`src/rtl/tag_wakeup_queue.sv`:
```
// Issue-queue slot array: CDB tag wakeup, lowest-index select, in-order slot allocation.
// Optional macro TAG_WAKEUP_BYPASS_EN: CDB compare on the dispatch write path.
module tag_wakeup_queue #(
  parameter int unsigned DEPTH     = 8,
  parameter int unsigned TAG_W     = 10,
  parameter int unsigned PAYLOAD_W = 32
) (
  input  logic                         clk,
  input  logic                         reset,
  input  logic                         flush,
  input  logic                         in_valid,
  output logic                         in_ready,
  input  logic [TAG_W-1:0]             in_src1_tag,
  input  logic                         in_src1_rdy,
  input  logic [TAG_W-1:0]             in_src2_tag,
  input  logic                         in_src2_rdy,
  input  logic [TAG_W-1:0]             in_dst_tag,
  input  logic [PAYLOAD_W-1:0]         in_payload,
  input  logic                         cdb_valid,
  input  logic [TAG_W-1:0]             cdb_tag,
  output logic                         out_valid,
  input  logic                         out_ready,
  output logic [TAG_W-1:0]             out_dst_tag,
  output logic [PAYLOAD_W-1:0]         out_payload,
  output logic [$clog2(DEPTH+1)-1:0]   count
);

  localparam int unsigned IDX_W = (DEPTH > 1) ? $clog2(DEPTH) : 1;
  localparam int unsigned CNT_W = $clog2(DEPTH + 1);

  logic [DEPTH-1:0]     vld;
  logic [DEPTH-1:0]     s1_rdy;
  logic [DEPTH-1:0]     s2_rdy;
  logic [TAG_W-1:0]     s1_tag [DEPTH];
  logic [TAG_W-1:0]     s2_tag [DEPTH];
  logic [TAG_W-1:0]     dst    [DEPTH];
  logic [PAYLOAD_W-1:0] pay    [DEPTH];
  logic [CNT_W-1:0]     cnt;

  logic [DEPTH-1:0] issuable;
  logic [IDX_W-1:0] free_idx;
  logic [IDX_W-1:0] sel_idx;
  logic             acc;
  logic             iss;
  logic             wr_s1_rdy;
  logic             wr_s2_rdy;

  // Lowest free slot and lowest issuable slot (scan high-to-low so the lowest wins)
  always_comb begin
    free_idx = '0;
    sel_idx  = '0;
    issuable = vld & s1_rdy & s2_rdy;
    for (int i = int'(DEPTH) - 1; i >= 0; i--) begin
      if (!vld[i])     free_idx = IDX_W'(i);
      if (issuable[i]) sel_idx  = IDX_W'(i);
    end
  end

`ifdef TAG_WAKEUP_BYPASS_EN
  assign in_ready  = (cnt < CNT_W'(DEPTH));
  assign wr_s1_rdy = in_src1_rdy | (cdb_valid && (in_src1_tag == cdb_tag));
  assign wr_s2_rdy = in_src2_rdy | (cdb_valid && (in_src2_tag == cdb_tag));
`else
  // Without a write-path compare, a broadcast during dispatch would be missed
  assign in_ready  = (cnt < CNT_W'(DEPTH)) && !cdb_valid;
  assign wr_s1_rdy = in_src1_rdy;
  assign wr_s2_rdy = in_src2_rdy;
`endif

  assign acc         = in_valid && in_ready;
  assign out_valid   = |issuable;
  assign iss         = out_valid && out_ready;
  assign out_dst_tag = out_valid ? dst[sel_idx] : '0;
  assign out_payload = out_valid ? pay[sel_idx] : '0;
  assign count       = cnt;

  // Occupancy: accept and issue can never target the same slot in one cycle
  always_ff @(posedge clk) begin
    if (reset || flush) begin
      vld <= '0;
      cnt <= '0;
    end else begin
      if (iss) vld[sel_idx]  <= 1'b0;
      if (acc) vld[free_idx] <= 1'b1;
      cnt <= cnt + CNT_W'(acc) - CNT_W'(iss);
    end
  end

  // Entry contents; only meaningful while the matching vld bit is set
  always_ff @(posedge clk) begin
    for (int i = 0; i < int'(DEPTH); i++) begin
      if (vld[i] && cdb_valid && (s1_tag[i] == cdb_tag)) s1_rdy[i] <= 1'b1;
      if (vld[i] && cdb_valid && (s2_tag[i] == cdb_tag)) s2_rdy[i] <= 1'b1;
    end
    if (acc) begin
      s1_tag[free_idx] <= in_src1_tag;
      s2_tag[free_idx] <= in_src2_tag;
      s1_rdy[free_idx] <= wr_s1_rdy;
      s2_rdy[free_idx] <= wr_s2_rdy;
      dst[free_idx]    <= in_dst_tag;
      pay[free_idx]    <= in_payload;
    end
  end

endmodule

```
`config.mk`:
```
export PLATFORM = sky130hd
export DESIGN_NAME = tag_wakeup_queue
export DESIGN_NICKNAME = d
export VERILOG_FILES = /design/src/rtl/tag_wakeup_queue.sv
export SDC_FILE = /design/constraint.sdc
export NUM_CORES = 1
export LEC_CHECK = 0
export ABC_AREA = 1
export CAP_MARGIN = 20
export CORE_MARGIN = 1.5
export CORE_UTILIZATION = 60
export CTS_BUF_LIST = sky130_fd_sc_hd__clkbuf_16
export DETAILED_ROUTE_END_ITERATION = 8
export PLACE_DENSITY = 0.8
export SETUP_SLACK_MARGIN = 0.4
export SLEW_MARGIN = 30
export SYNTH_ARGS = -nofsm -noshare
export SYNTH_HDL_FRONTEND = slang
export SYNTH_SLANG_ARGS = --single-unit
```
`constraint.sdc`:
```
create_clock -name clk -period 5.5 [get_ports clk]
set_input_delay 0.55 -clock clk [delete_from_list [all_inputs] [get_ports clk]]
set_output_delay 0.55 -clock clk [all_outputs]
set_load 0.05 [all_outputs]
```
==> flow_summary.toml <==
[final_layout]
diodes = 0
syn2layout_area_growth_pct = 13.5
drive_above_1_share = 0.0794
nNetsFinal = 2197

[grt]
grt_pass1_vias = 15020
grt_max_degree = 85
antenna_found_initial = 1
grt_pass1_wl_um = 83200
overflow = 0
grt.total_usage = 0.278

[clock_network]
clk_latency_ns = 0.61
cts_root_buffer = "clkbuf_16"
cts_tree = "built"
cts_setup_buffers = 0
postCtsHoldBufs = 0
cts.sinks = 524
cts-resized-gates = 0
clock_path_buffers = 3
cts_max_level = 2
path_clk_slew_ns = 0.06
cts_made_buffers = 52

[placed_design]
gp_congestion = 0.881
dp_hpwl_um = 31200
port_buffers = 127

[detailed_routing]
drt_pass1_iterations = 5
routed_wl_um = 53800
viasPerCell = 5.70
vias = 15200
wire_per_inst_um = 20.2
drtIter0Drc = 1658
post-route-drc-count = 0
drtAntennaViolNets = 0

[synthesis]
syn-cell-area_mm2 = 0.0231
ys_seq_elements = 524
yosysWarnings = 0
avgSynthCellArea_um2 = 11.5
syn_inst = 2011
ys_seq_area_frac = 0.668
syn-num-nets = 2096
ys_types = 43

[setup_path]
crit_fanout = 64
r2r_cells = 7
arrival_ns = 3.86
r2r_slack_ns = 2.31
crit_type = "reg -> out"
required_ns = 4.95
endpoint_kind = "output port"
cp-start-kind = "register"
timing.rr.end = "pay[1][4]"
reg2reg_from = "vld[6]"

[power]
irDropWorstVdd_mv = 0.229
p_leak_nw = 9.76
report.power.total_w = 0.00803
power.density_mw_per_mm2 = 306

[sta]
max_freq_mhz = 227
slew_headroom = 0.312
grt_setup_unrepaired = "no"
worst_pin_slew_ns = 1.03
fin_tns_setup_ns = 0
min_period_ns = 4.41
drv_slew = 0
setup_viol = 0
period_share = 0.801
clock_skew_ns = 0.0224
finalHoldViolCount = 0

[status]
status = "finished clean"

[floorplanning]
dieWidth_um = 199
io_pins = 128
die-area_mm2 = 0.0398
rows = 71
start_util = 0.612
die_h_um = 199
coreArea_mm2 = 0.0378

[worst_hold_path]
hold_path_depth = 2
hold_path_end = "vld[2]"
min_path_type = "reg -> reg"
worstHoldStart = "vld[2]"

[flow_run]
cap_viol_max_count = 0
-- where the power goes --
group | total (W) | internal, W | leakage (nW) | switching [W]
sequential | 0.00441 | 0.00440 | 4.71 | 0.0000117
combinational | 0.000315 | 0.000112 | 4.23 | 0.000203
clock | 0.00331 | 0.00182 | 0.822 | 0.00149
total | 0.00803 | 0.00633 | 9.76 | 0.00170
-- sequential cells by signal (all words and copies together) (netlist names) --
| signal | count |
|---|---|
| s2_rdy | 8 |
| vld | 8 |
| dst | 80 |
| s1_rdy | 8 |
| count | 4 |
| s1_tag | 80 |
| s2_tag | 80 |
| pay | 256 |
-- logic make-up (layout without fill, tap and decap cells) --
| logic type | Yosys count | in the layout | share of synthesized area |
|---|---|---|---|
| AND/OR/NAND/NOR | 993 | 993 | 0.212 |
| flip-flops | 524 | 524 | 0.668 |
| buffers and inverters | 310 | 454 | 0.0633 |
| AO/OA/AOI/OAI | 111 | 111 | 0.0283 |
| XOR/XNOR | 68 | 68 | 0.0257 |
| adder cells (fa/ha/maj) | 5 | 5 | 0.00303 |
-- cell usage in the layout (no fill, tap or decap), types with 3 or more instances in the layout --
master / n
clkinv_1: 55
or2_2: 40
clkbuf_16: 52
o2111ai_1: 10
nor2_1: 285
or2_1: 30
o21ai_0: 31
buf_4: 14
nand2_4: 3
nand2_1: 258
edfxtp_1: 496
o22ai_1: 10
inv_1: 170
clkdlybuf4s50_1: 126
ha_1: 4
nand4_1: 8
buf_12: 7
a31oi_1: 3
nor3_1: 15
nand3_1: 162
nand3b_1: 154
xor2_1: 51
inv_2: 7
nor2_4: 5
xnor2_1: 17
clkinv_2: 14
nor4_1: 13
a21oi_1: 41
o211ai_1: 10
nand3_2: 12
dfxtp_1: 28
-- metal layers --
layer,vias to the layer above,GRT usage,part of all wire
met4,2,0.105,0.029
li1,7068,-,-
met2,717,0.449,0.48
met5,-,0,0.00032
met1,7300,0.384,0.41
met3,113,0.0429,0.086
-- final cells by class --
class                           count  area, um2
Sequential cell                   524      15500
Fill cell                        2683      11600
Multi-Input combinational cell   1177       6290
Timing Repair Buffer              148       1510
Clock buffer                       52       1300
Inverter                          209        787
Tap cell                          511        639
Clock inverter                     45        287
-- worst max-delay path by stage --
| stage | from | end | slack, ns | cells past startpoint |
|---|---|---|---|---|
| floorplan | cdb_valid | s1_rdy[4] | 1.33 | 9 |
| global placement | vld[4] | out_payload[17] | 1.67 | 12 |
| detailed placement | vld[5] | out_payload[13] | 1.75 | 10 |
| CTS | vld[5] | out_payload[13] | 1.11 | 10 |
| global route | vld[5] | out_payload[9] | 0.89 | 10 |
| finish | vld[4] | out_payload[13] | 1.09 | 10 |
-- stage by stage --
stage	area (um2)	utilization	cells	setup slack (ns)	hold slack, ns
after floorplan	23200	-	2011	1.33	0.471
after global placement	24700	0.652	2569	1.67	0.498
after detailed placement	24700	0.652	2569	1.75	0.501
after CTS	26300	0.694	2666	1.11	0.518
after global routing	26300	0.694	2666	0.888	0.555
final	26300	0.694	2666	1.09	0.522
-- synthesized netlist by cell type (all sizes together) --
master / instances / share of area
nor3b: 1 / 0.00032
inv: 170 / 0.028
clkbuf: 22 / 0.0037
o21a: 1 / 0.00032
nor2: 291 / 0.048
o22ai: 10 / 0.0027
dfxtp: 28 / 0.024
o211ai: 10 / 0.0032
a31oi: 3 / 0.00081
nand3: 174 / 0.040
o2111ai: 10 / 0.0038
nand4: 8 / 0.0022
fa: 1 / 0.00087
xnor2: 17 / 0.0064
a21oi: 41 / 0.0089
o21ai: 32 / 0.0071
buf: 79 / 0.026
clkinv: 39 / 0.0063
ha: 4 / 0.0022
nand3b: 154 / 0.050
a21boi: 1 / 0.00032
o2111a: 1 / 0.00049
nor3: 17 / 0.0041
nor4: 13 / 0.0035
xor2: 51 / 0.019
nand2: 265 / 0.044
or2: 70 / 0.019
edfxtp: 496 / 0.64
a211oi: 2 / 0.00065
-- worst max-delay path: stages, from the launching register on --
cell and delay, ns:
dfxtp_1 0.36, nand3_1 0.17, nand2_4 0.30, o21ai_4 0.69, buf_12 0.38, nand3_2 0.12
nand3_1 0.11, nor2_1 0.04, nor2_1 0.21, nor2_1 0.06, clkdlybuf4s50_1 0.72
Power figures use the tool's default switching activity.
